`src/rtl/bus_arbiter_pkg.sv`:
```
// Shared encodings for the two-master memory-port arbiter.
package bus_arbiter_pkg;

    // Request types carried on the downstream bus.
    localparam logic [1:0] REQ_READ  = 2'b00;
    localparam logic [1:0] REQ_WRITE = 2'b01;

    // Response code for a clean completion.
    localparam logic [1:0] RESP_OKAY = 2'b00;

    // Owner / grant-id encoding, also driven on bus_owner.
    localparam logic OWNER_IF  = 1'b0;
    localparam logic OWNER_MEM = 1'b1;

    typedef enum logic [1:0] {
        StIdle    = 2'b00,
        StBusyIf  = 2'b01,
        StBusyMem = 2'b10
    } arb_state_t;

    // Busy state that corresponds to a given owner.
    function automatic arb_state_t busy_state(input logic owner);
        return (owner == OWNER_MEM) ? StBusyMem : StBusyIf;
    endfunction

endpackage

```
`src/rtl/rr_pick2.sv`:
```
// Two-input round-robin picker: on contention, grants the input that did not win last time.
module rr_pick2
    import bus_arbiter_pkg::*;
(
    input  logic valid_if,
    input  logic valid_mem,
    input  logic last_grant,
    output logic gnt_valid,
    output logic gnt_id
);

    // Pick a winner from the current valids and the previous grant.
    always_comb begin
        gnt_valid = valid_if | valid_mem;
        gnt_id    = OWNER_IF;
        if (valid_if && valid_mem) begin
            gnt_id = (last_grant == OWNER_IF) ? OWNER_MEM : OWNER_IF;
        end else if (valid_mem) begin
            gnt_id = OWNER_MEM;
        end
    end

endmodule

```
`src/rtl/bus_arbiter.sv`:
```
// Shares one downstream bus between the fetch port and the data port. A granted request is
// latched and held until bus_ready; requests dropped mid-flight are absorbed silently.
module bus_arbiter
    import bus_arbiter_pkg::*;
#(
    parameter int unsigned ADDR_W = 64,
    parameter int unsigned DATA_W = 64
) (
    input  logic              clk,
    input  logic              rst,

    input  logic              if_valid,
    input  logic [ADDR_W-1:0] if_addr,
    input  logic [1:0]        if_size,
    output logic              if_ready,
    output logic [1:0]        if_resp,
    output logic [DATA_W-1:0] if_data_read,

    input  logic              mem_valid,
    input  logic [1:0]        mem_req,
    input  logic [ADDR_W-1:0] mem_addr,
    input  logic [DATA_W-1:0] mem_data_write,
    input  logic [1:0]        mem_size,
    output logic              mem_ready,
    output logic [1:0]        mem_resp,
    output logic [DATA_W-1:0] mem_data_read,

    output logic              bus_valid,
    output logic [1:0]        bus_req,
    output logic [ADDR_W-1:0] bus_addr,
    output logic [DATA_W-1:0] bus_wdata,
    output logic [1:0]        bus_size,
    input  logic              bus_ready,
    input  logic [1:0]        bus_resp,
    input  logic [DATA_W-1:0] bus_rdata,
    output logic              bus_owner
);

    arb_state_t        state_q, state_d;
    logic              last_grant_q, last_grant_d;
    logic              abandon_q, abandon_d;
    logic              bus_valid_q, bus_valid_d;
    logic [1:0]        bus_req_q, bus_req_d;
    logic [ADDR_W-1:0] bus_addr_q, bus_addr_d;
    logic [DATA_W-1:0] bus_wdata_q, bus_wdata_d;
    logic [1:0]        bus_size_q, bus_size_d;

    logic gnt_valid;
    logic gnt_id;
    logic owner_valid;
    logic busy;
    logic deliver;

    rr_pick2 u_pick (
        .valid_if   (if_valid),
        .valid_mem  (mem_valid),
        .last_grant (last_grant_q),
        .gnt_valid  (gnt_valid),
        .gnt_id     (gnt_id)
    );

    // Valid of whichever port currently owns the bus; only meaningful while busy.
    assign busy        = (state_q == StBusyIf) || (state_q == StBusyMem);
    assign owner_valid = (state_q == StBusyMem) ? mem_valid : if_valid;

    // Grant in idle, hold the latched request while busy, track abandonment.
    always_comb begin
        state_d      = state_q;
        last_grant_d = last_grant_q;
        abandon_d    = abandon_q;
        bus_valid_d  = bus_valid_q;
        bus_req_d    = bus_req_q;
        bus_addr_d   = bus_addr_q;
        bus_wdata_d  = bus_wdata_q;
        bus_size_d   = bus_size_q;

        unique case (state_q)
            StIdle: begin
                // bus_ready here is a stray completion and is ignored.
                if (gnt_valid) begin
                    state_d      = busy_state(gnt_id);
                    last_grant_d = gnt_id;
                    abandon_d    = 1'b0;
                    bus_valid_d  = 1'b1;
                    if (gnt_id == OWNER_MEM) begin
                        bus_req_d   = mem_req;
                        bus_addr_d  = mem_addr;
                        bus_wdata_d = mem_data_write;
                        bus_size_d  = mem_size;
                    end else begin
                        // Fetch is read-only; never leak stale store data downstream.
                        bus_req_d   = REQ_READ;
                        bus_addr_d  = if_addr;
                        bus_wdata_d = '0;
                        bus_size_d  = if_size;
                    end
                end
            end
            StBusyIf, StBusyMem: begin
                if (bus_ready) begin
                    // Always pass through idle so a just-completed stale valid is not re-granted.
                    state_d     = StIdle;
                    bus_valid_d = 1'b0;
                    abandon_d   = 1'b0;
                end else if (!owner_valid) begin
                    abandon_d = 1'b1;
                end
            end
            default: begin
                state_d     = StIdle;
                bus_valid_d = 1'b0;
                abandon_d   = 1'b0;
            end
        endcase
    end

    // State and latched bus request registers.
    always_ff @(posedge clk or negedge rst) begin
        if (!rst) begin
            state_q      <= StIdle;
            last_grant_q <= OWNER_IF;
            abandon_q    <= 1'b0;
            bus_valid_q  <= 1'b0;
            bus_req_q    <= REQ_READ;
            bus_addr_q   <= '0;
            bus_wdata_q  <= '0;
            bus_size_q   <= 2'b00;
        end else begin
            state_q      <= state_d;
            last_grant_q <= last_grant_d;
            abandon_q    <= abandon_d;
            bus_valid_q  <= bus_valid_d;
            bus_req_q    <= bus_req_d;
            bus_addr_q   <= bus_addr_d;
            bus_wdata_q  <= bus_wdata_d;
            bus_size_q   <= bus_size_d;
        end
    end

    // Completion is forwarded only if the owner is still waiting for it.
    assign deliver = busy && bus_ready && !abandon_q;

    // Route the downstream response combinationally to the owning port; the other port sees 0.
    always_comb begin
        if_ready      = 1'b0;
        if_resp       = RESP_OKAY;
        if_data_read  = '0;
        mem_ready     = 1'b0;
        mem_resp      = RESP_OKAY;
        mem_data_read = '0;
        if (deliver) begin
            if (state_q == StBusyMem) begin
                mem_ready     = 1'b1;
                mem_resp      = bus_resp;
                mem_data_read = bus_rdata;
            end else begin
                if_ready     = 1'b1;
                if_resp      = bus_resp;
                if_data_read = bus_rdata;
            end
        end
    end

    assign bus_valid = bus_valid_q;
    assign bus_req   = bus_req_q;
    assign bus_addr  = bus_addr_q;
    assign bus_wdata = bus_wdata_q;
    assign bus_size  = bus_size_q;
    // The last grant is exactly the current or most recent owner.
    assign bus_owner = last_grant_q;

endmodule

```
`config.mk`:
```
export PLATFORM = sky130hd
export DESIGN_NAME = bus_arbiter
export DESIGN_NICKNAME = d
export VERILOG_FILES = /design/src/rtl/bus_arbiter_pkg.sv /design/src/rtl/rr_pick2.sv /design/src/rtl/bus_arbiter.sv
export SDC_FILE = /design/constraint.sdc
export NUM_CORES = 1
export LEC_CHECK = 0
export BUFFER_PORTS_ARGS = -buffer_cell sky130_fd_sc_hd__buf_4
export CAP_MARGIN = 10
export CORE_AREA = 4 4 209 211
export CTS_CLUSTER_DIAMETER = 150
export CTS_CLUSTER_SIZE = 8
export DETAILED_ROUTE_END_ITERATION = 10
export DIE_AREA = 0 0 213 215
export PLACE_DENSITY = 0.47
export SKIP_CTS_REPAIR_TIMING = 1
export SLEW_MARGIN = 10
export SYNTH_ARGS = -nofsm -noshare
export SYNTH_HDL_FRONTEND = slang
export SYNTH_SLANG_ARGS = --single-unit
```
`constraint.sdc`:
```
create_clock -name clk -period 4.1 [get_ports clk]
set_clock_uncertainty 0.2 [all_clocks]
set_input_delay 0.41 -clock clk [delete_from_list [all_inputs] [get_ports clk]]
set_output_delay 0.41 -clock clk [all_outputs]
set_load 0.005 [all_outputs]
```
==> results of run 1 <==
[metal layers]
metal  vias up  track usage  routed length (µm)
li1       3567            -                   -
met3        41       0.0359                2230
met2       338        0.231               16200
met1      3536        0.145               12400
met5         -            0                   0
met4         0       0.0442                 794
[power breakdown]
group          internal [µW]  switching (µW)  leakage (µW)
sequential              2040             431       0.00166
clock                   1060             671      0.000316
combinational           1980            1720       0.00445
total                   5080            2820       0.00643
[how the worst max path moves through the flow]
stage / end / depth (start not counted) / slack (ps) / startpoint
after floorplan: mem_data_read[25] / 7 / 1940 / state_q[1]
after global placement: bus_addr[20] / 6 / 1620 / state_q[0]
after detailed placement: bus_addr[5] / 6 / 1580 / state_q[0]
after CTS: if_data_read[1] / 7 / 1240 / state_q[1]
after global routing: if_data_read[1] / 7 / 1120 / state_q[1]
final: if_data_read[1] / 7 / 1290 / state_q[1]
[critical path, stage by stage, from the launching register on]
cell,delay [ps]
dfrtp_1,370
inv_1,50
ha_1,290
nand2_1,130
nor3_4,180
buf_4,320
and2_1,250
buf_4,130
[kinds of logic after synthesis]
logic type,after synthesis,synth area share
flops,137,0.528
simple gates,280,0.219
buf+inv,62,0.0455
fa+ha+maj,2,0.00386
compound gates,208,0.204
[area by class of cell]
type,count,area (µm²),share of cell area
clock inverter,13,189,0.0147
inverter,3,11.3,0.000877
timing repair buffer,662,5280,0.412
clock buffer,19,453,0.0353
multi-input combinational,490,2800,0.218
tap,539,674,0.0525
antenna,1,2.50,0.000195
sequential,137,3430,0.267
[metrics by stage]
step | utilization | setup slack [ps]
after floorplan | - | 1940
after global placement | 0.265 | 1620
after detailed placement | 0.265 | 1580
after CTS | 0.280 | 1240
after global routing | 0.307 | 1120
final | 0.307 | 1290
[placed cells by master (no fill, tap or decap), types with 2 or more instances in the layout]
cell           netlist  final
bufinv_16            0      4
a21oi_1            132    132
clkbuf_16            0     17
nor2b_1              3      3
nand2b_1             4      4
buf_12               0      2
clkbuf_8             0      2
clkinv_2             0      3
nand2_1             67     67
nor2_1              69     69
a22o_1              67     67
dfrtp_1            137    137
ha_1                 2      2
dlygate4sd3_1        0    114
and2_1             133    132
buf_4                3    545
inv_6                0      3
nand3_1              2      2
inv_1                3      3
[registers in the layout (all words and copies together), names as in the netlist]
name and count:
bus_addr 64, abandon_q 1, bus_req 2, bus_valid 1
bus_size 2, bus_wdata 64, state_q 2, bus_owner 1
==> flow_metrics.py, run 1 <==
metrics = {
    "routing": {
        "ant_nets": 0,
        "drc_errors": 0,
        "vias_per_cell": 4.01,
        "drtPass1Iterations": 4,
        "routedWlPerCell_um": 17.0,
        "drt_iter0_drc": 306,
        "wirelength_um": 31700,
        "vias": 7482,
    },
    "global_route": {
        "grt_overflow": 0,
        "grt_pass1_vias": 7246,
        "grt_antenna_before_repair": 1,
        "grt_max_degree": 75,
        "grt_pass1_wl_um": 44500,
        "grt_usage": 0.129,
    },
    "timing": {
        "finalSetupTns_ps": 0,
        "setup_viol": 0,
        "rsz0062_at_grt": "no",
        "slew_headroom": 0.308,
        "fin_crit_ps": 2810,
        "worst_slew_pin_slew_ps": 1040,
        "drv_slew": 0,
        "period_share": 0.685,
        "hold_slack_ps": 1.65,
        "fmax_ghz": 0.356,
        "timing.final.hold_violations": 0,
    },
    "worst_setup_path": {
        "r2r-end": "bus_addr[1]",
        "cp-end-kind": "primary output",
        "r2r_slack_ps": 1630,
        "critical_path_class": "flop to primary output",
        "crit_path_max_fanout": 37,
        "start_kind": "flop",
        "r2r_cells": 6,
        "crit_arrival_ps": 2200,
        "worst_ep_required_time_ps": 3490,
        "timing.rr.start": "state_q[0]",
    },
    "min_path": {
        "hp-class": "primary input to flop",
        "hp-start": "if_addr[48]",
        "min_to": "bus_addr[48]",
        "hold_path_depth": 3,
    },
    "synthesis": {
        "post-synth-top-area-cell": "dfrtp_1",
        "yosysMostFrequentCell": "dfrtp_1",
        "synth_area_leaders": "dfrtp_1, and2_1, a21oi_1",
        "synth_commonest_cells": "dfrtp_1, and2_1, a21oi_1",
        "synthCells": 689,
        "ys_async_sr_fraction": 1.00,
        "yosysSeqAreaShare": 0.528,
        "syn_area_per_cell_um2": 9.42,
        "yosysWarnings": 0,
        "syn-num-nets": 960,
        "synth_edf_count": 0,
        "synth_flop_cell": "dfrtp_1",
        "synth.distinct_cells": 27,
        "yosysTopAreaCellShare": 0.528,
        "synth-seq-cells": 137,
        "synthesis.area_um2": 6490,
    },
    "final_layout": {
        "stdcell_count": 1864,
        "fin_nets": 1582,
        "final_area_um2": 12800,
        "fill_cells": 4419,
        "drive_gt1_frac": 0.443,
        "area_growth_pct": 97.8,
    },
    "clock_tree": {
        "root_buffer": "clkbuf_16",
        "clkTransAtPathRegs_ps": 60,
        "cts-htree-levels": 4,
        "cts.sinks": 137,
        "cts_tree": "done",
        "clk_latency_ps": 450,
        "cts_buffers": 17,
        "cts_buffer_depth": 2,
    },
    "placement": {
        "place_congestion": 0.788,
        "dp.cells": 1717,
        "numPortBuffers": 536,
        "dpl_cell_area_um2": 11100,
        "place_hpwl_um": 23400,
    },
    "pwr": {
        "p_total_uw": 7900,
        "p_leak_uw": 0.00643,
        "p_per_area_nw_per_um2": 615,
        "peakVddDrop_mv": 0.325,
    },
    "floorplanning": {
        "die-height_um": 215,
        "pin_count": 537,
        "rows": 75,
        "dieWidth_um": 213,
        "fp.coreArea_um2": 41800,
        "dieArea_um2": 45800,
        "start_util": 0.155,
    },
    "flow_run": {
        "drv_cap": 0,
    },
    "status": {
        "status": "finished, final reports clean",
    },
}
(Power assumes the default switching activity.)
==> run 2: changes to the inputs <==
--- a/config.mk
+++ b/config.mk
@@ -12,7 +12,7 @@
 export CTS_CLUSTER_SIZE = 8
 export DETAILED_ROUTE_END_ITERATION = 10
 export DIE_AREA = 0 0 213 215
-export PLACE_DENSITY = 0.47
+export PLACE_DENSITY = 0.48
 export SKIP_CTS_REPAIR_TIMING = 1
 export SLEW_MARGIN = 10
 export SYNTH_ARGS = -nofsm -noshare
==> constraint.sdc (replaced) <==
create_clock -name clk -period 2.5 [get_ports clk]
set_clock_uncertainty 0.2 [all_clocks]
set_input_delay 0.25 -clock clk [delete_from_list [all_inputs] [get_ports clk]]
set_output_delay 0.25 -clock clk [all_outputs]
set_load 0.005 [all_outputs]
==> flow_metrics.py, run 2 (synthesized netlist as in run 1, its figures left out) <==
metrics = {
    "status": {
        "status": "finished, violations left",
        "violations": "negative setup slack",
    },
    "global_route": {
        "grt_overflow": 0,
        "grt_pass1_wl_um": 44200,
        "grt_usage": 0.126,
        "grt_pass1_vias": 7365,
        "grt-busiest-layer": "met2",
        "use_met1": 0.144,
        "grt_use_met2": 0.224,
        "grt_antenna_before_repair": 0,
        "grt_max_degree": 68,
        "met3_usage": 0.0356,
    },
    "worst_setup_path": {
        "critical_path.endpoint": "mem_data_read[7]",
        "critical_path_class": "flop to primary output",
        "r2r_slack_ps": 140,
        "r2r_cells": 7,
        "start_kind": "flop",
        "timing.rr.start": "state_q[1]",
        "worst-path-buf-inv": 4,
        "worst_ep_required_time_ps": 2050,
        "cp-end-kind": "primary output",
        "cp_slowest_cell": "dfrtp_1",
        "crit_path_start": "state_q[1]",
        "cpMostUsedCell": "buf_12",
        "r2r-end": "bus_addr[19]",
        "crit_arrival_ps": 2080,
        "max_stage_delay_ps": 390,
        "path_depth": 8,
        "crit_path_max_fanout": 16,
        "path_delay_family": "buffers and inverters",
        "path_cells": "inv_2 > ha_4 > nand2_4 > nor3b_4 > buf_12 > buf_12 > and2_1 > buf_4",
    },
    "timing": {
        "fin_crit_ps": 2530,
        "setup_viol": 36,
        "layout_setup_ws_ps": -25.5,
        "hold_slack_ps": 19.9,
        "slew_headroom": 0.503,
        "worst_slew_pin_slew_ps": 743,
        "period_share": 1.01,
        "timing.final.hold_violations": 0,
        "drv_slew": 0,
        "fmax_ghz": 0.396,
        "rsz0062_at_grt": "yes",
    },
    "clock_tree": {
        "cts.sinks": 137,
        "cts-htree-levels": 4,
        "cts_buffer_depth": 2,
        "clk_latency_ps": 440,
        "cts_tree": "done",
        "cts_buffers": 17,
        "clkTransAtPathRegs_ps": 60,
        "root_buffer": "clkbuf_16",
    },
    "final_layout": {
        "area_growth_pct": 118,
        "final_common_cell": "buf_4",
        "finish.utilization": 0.339,
        "fin_nets": 1682,
        "drive_gt1_frac": 0.437,
        "layout_common_cells": "buf_4, dlygate4sd3_1, dfrtp_1, a21oi_1, and2_1",
        "fill_cells": 4235,
        "final_area_um2": 14200,
        "diodes": 0,
    },
    "pwr": {
        "p_total_uw": 14400,
        "p_per_area_nw_per_um2": 1010,
        "peakVddDrop_mv": 0.643,
        "p_leak_uw": 0.00693,
    },
    "placement": {
        "numPortBuffers": 536,
        "dpl_cell_area_um2": 11200,
        "place_hpwl_um": 22900,
        "place_congestion": 0.853,
    },
    "floorplanning": {
        "start_util": 0.155,
        "dieArea_um2": 45800,
        "fp.coreArea_um2": 41800,
        "pin_count": 537,
        "dieWidth_um": 213,
        "die-height_um": 215,
        "rows": 75,
    },
    "routing": {
        "drt_iter0_drc": 509,
        "drc_errors": 0,
        "vias_per_cell": 4.06,
        "routedWlPerCell_um": 17.7,
        "vias": 7964,
        "drtPass1Iterations": 7,
        "wirelength_um": 34600,
        "ant_nets": 0,
    },
    "min_path": {
        "hp-class": "primary input to flop",
    },
    "flow_run": {
        "drv_cap": 0,
    },
}
[run 2: cell count changes in the layout (fill, tap and decap cells not counted), moves of 6 or more]
cell / delta
clkbuf_16: +6
and2_4: +21
buf_6: +25
and2_1: -21
buf_4: -27
dlygate4sd3_1: +86
buf_12: +9
[run 2: worst min-delay path by stage]
| stage | start | to | slack, ps | depth (start not counted) |
|---|---|---|---|---|
| 2_1_floorplan | rst | abandon_q | -250 | 0 |
| 3_3_place_gp | rst | bus_addr[4] | 30 | 1 |
| 3_5_place_dp | rst | bus_addr[11] | 30 | 1 |
| 4_1_cts | rst | bus_addr[11] | -470 | 1 |
| 5_1_grt | mem_valid | state_q[0] | 7 | 4 |
| 6_report | mem_valid | state_q[0] | 20 | 4 |
[run 2: area by class of cell]
| cell class | count | area (µm²) | share of cell area |
|---|---|---|---|
| tap | 539 | 674 | 0.0476 |
| timing repair buffer | 762 | 6580 | 0.464 |
| inverter | 3 | 11.3 | 0.000794 |
| multi-input combinational | 490 | 2880 | 0.203 |
| clock buffer | 21 | 450 | 0.0318 |
| clock inverter | 8 | 148 | 0.0104 |
| sequential | 137 | 3430 | 0.242 |
[run 2: power by group]
part	switching, µW	internal (µW)
clock network	996	1680
registers	667	3350
logic	3230	4440
total	4890	9460
[run 2: metrics by stage]
stage	TNS (ps)	setup WS [ps]	instances
detailed placement	0	393	1718
CTS	-5090	-94.9	1747
global route	-6930	-129	1960
finish	-396	-25.5	1960
floorplan	0	499	689
global placement	0	417	1718
[run 2: metal layers]
metal | share of wire | wire length [µm]
met5 | 0 | 0
met4 | 0.026 | 915
met3 | 0.065 | 2260
met2 | 0.53 | 18200
met1 | 0.38 | 13300
[run 2: tightest hold or removal path: cells and delay by family]
kind / cells / cell delay [ps]
buffers and inverters: 1 / 140
AOI/OAI and AO/OA: 1 / 70
and+or+nand+nor: 2 / 150
==> run 3: changes to the inputs <==
--- a/config.mk
+++ b/config.mk
@@ -13,6 +13,7 @@
 export DETAILED_ROUTE_END_ITERATION = 10
 export DIE_AREA = 0 0 213 215
 export PLACE_DENSITY = 0.48
+export REMOVE_ABC_BUFFERS = 1
 export SKIP_CTS_REPAIR_TIMING = 1
 export SLEW_MARGIN = 10
 export SYNTH_ARGS = -nofsm -noshare
==> flow_metrics.py, run 3 (synthesized netlist as in run 1, its figures left out) <==
metrics = {
    "status": {
        "status": "finished, violations left",
        "violations": "negative hold slack, negative setup slack",
    },
    "timing": {
        "layout_setup_ws_ps": -45.8,
        "period_share": 1.02,
        "rsz0062_at_grt": "yes",
        "timing.final.hold_violations": 1,
        "hold_slack_ps": -10.5,
        "fmax_ghz": 0.393,
        "drv_slew": 0,
        "setup_viol": 58,
        "fin_crit_ps": 2550,
        "finalSetupTns_ps": -1440,
        "worst_slew_pin_slew_ps": 693,
        "slew_headroom": 0.536,
    },
    "worst_setup_path": {
        "timing.rr.start": "state_q[0]",
        "critical_path_class": "flop to primary output",
        "cp_slowest_cell": "dfrtp_1",
        "r2r_cells": 7,
        "max_stage_delay_ps": 390,
        "path_cells": "inv_2 > ha_4 > nand2_4 > nor3b_4 > buf_12 > clkbuf_16 > and2_1 > buf_4",
        "crit_path_max_fanout": 9,
        "cp-end-kind": "primary output",
        "worst_ep_required_time_ps": 2050,
        "worst-path-buf-inv": 4,
        "r2r-end": "bus_addr[33]",
        "crit_arrival_ps": 2100,
        "r2r_slack_ps": 10,
        "start_kind": "flop",
        "path_delay_family": "buffers and inverters",
    },
    "clock_tree": {
        "root_buffer": "clkbuf_16",
        "cts_buffers": 17,
        "cts-htree-levels": 4,
        "clk_latency_ps": 460,
        "clkTransAtPathRegs_ps": 70,
        "cts.sinks": 137,
        "cts_tree": "done",
        "cts_buffer_depth": 2,
    },
    "floorplanning": {
        "start_util": 0.155,
        "dieWidth_um": 213,
        "fp.coreArea_um2": 41800,
        "rows": 75,
        "dieArea_um2": 45800,
        "die-height_um": 215,
        "pin_count": 537,
    },
    "final_layout": {
        "fin_nets": 1693,
        "area_growth_pct": 122,
        "final_common_cell": "buf_4",
        "drive_gt1_frac": 0.455,
        "final-seq-area_um2": 3430,
        "final_area_um2": 14400,
        "layout_common_cells": "buf_4, dlygate4sd3_1, dfrtp_1, a21oi_1, and2_1",
        "finish.utilization": 0.345,
        "diodes": 0,
        "fill_cells": 4210,
        "multi_input_area_um2": 2910,
    },
    "placement": {
        "numPortBuffers": 536,
        "place_congestion": 0.825,
        "dpl_cell_area_um2": 11200,
        "dp_slack_ps": 373,
        "place_hpwl_um": 26500,
    },
    "pwr": {
        "switching_power_uw": 5020,
        "p_int_uw": 9010,
        "pwr-share-clk": 0.190,
        "p_leak_uw": 0.00704,
        "peakVddDrop_mv": 0.478,
        "p_total_uw": 14000,
        "swShare": 0.358,
        "p_per_area_nw_per_um2": 974,
        "combPwrFrac": 0.518,
        "p_seq_frac": 0.292,
    },
    "routing": {
        "drt_iter0_drc": 415,
        "drc_errors": 0,
        "highest_layer": "met4",
        "ant_nets": 0,
        "wl_met3_um": 2870,
        "met1_length_um": 13600,
        "wl_met2_um": 21000,
        "vias_per_cell": 4.15,
        "vias": 8191,
        "wirelength_um": 38300,
        "routedWlPerCell_um": 19.4,
        "drtPass1Iterations": 4,
    },
    "global_route": {
        "grt_overflow": 0,
        "grt_usage": 0.142,
        "grt_pass1_wl_um": 48300,
        "grt_max_degree": 68,
        "grt_pass1_vias": 7443,
        "grt_antenna_before_repair": 0,
    },
    "min_path": {
        "hp-start": "mem_valid",
        "min_to": "abandon_q",
        "hp-class": "primary input to flop",
        "hold_path_depth": 4,
    },
    "flow_run": {
        "drv_cap": 0,
    },
}
==> run 3: cell count changes in the layout (fill, tap and decap cells not counted), moves of 3 or more <==
cell	previous run	this run
and2_4	21	38
and2_1	111	94
buf_12	11	14
clkbuf_1	3	0
buf_6	26	45
buf_4	518	506
clkinvlp_4	0	5
==> run 3: layer usage <==
metal,global-route usage,vias up
met5,0,-
met4,0.0378,0
met3,0.0516,46
met2,0.264,394
met1,0.150,3966
li1,-,3785
==> run 3: worst max-delay path by stage <==
stage / start / endpoint / slack (ps) / cells after the start
after global routing: state_q[1] / mem_data_read[1] / -140 / 8
after global placement: state_q[1] / bus_wdata[44] / 420 / 5
after floorplan: bus_owner / state_q[1] / -1270 / 3
after detailed placement: state_q[0] / bus_wdata[59] / 370 / 5
final: state_q[1] / mem_data_read[53] / -50 / 8
after CTS: state_q[1] / mem_data_read[58] / -140 / 7
==> run 3: power by group through the flow <==
| stage | clock network, µW | registers, µW | logic (µW) |
|---|---|---|---|
| 5_1_grt | 2860 | 4220 | 7860 |
| 3_3_place_gp | 0 | 4080 | 6180 |
| 3_5_place_dp | 0 | 4070 | 6210 |
| 4_1_cts | 2800 | 4080 | 6200 |
| 6_report | 2670 | 4090 | 7260 |
| 2_1_floorplan | 0 | 4050 | 2300 |
==> run 3: through the flow <==
stage	hold slack, ps	cells
finish	-10.5	1974
global route	43.9	1974
CTS	-448	1755
detailed placement	77.5	1723
global placement	79.2	1723
floorplan	-246	630
==> run 3: layout make-up <==
cell class,instances,area share
clock inverter,12,0.00982
clock buffer,20,0.0324
multi-input combinational,490,0.202
sequential,137,0.238
timing repair buffer,773,0.470
inverter,3,0.000782
tap,539,0.0468
==> run 3: worst reg2reg max path, delay by kind of cell (launching register included) <==
family,cells,cell delay [ps]
buffers and inverters,3,1020
AO/OA/AOI/OAI,2,540
flip-flops,1,360
adder cells (fa/ha/maj),1,230
AND/OR/NAND/NOR,1,60
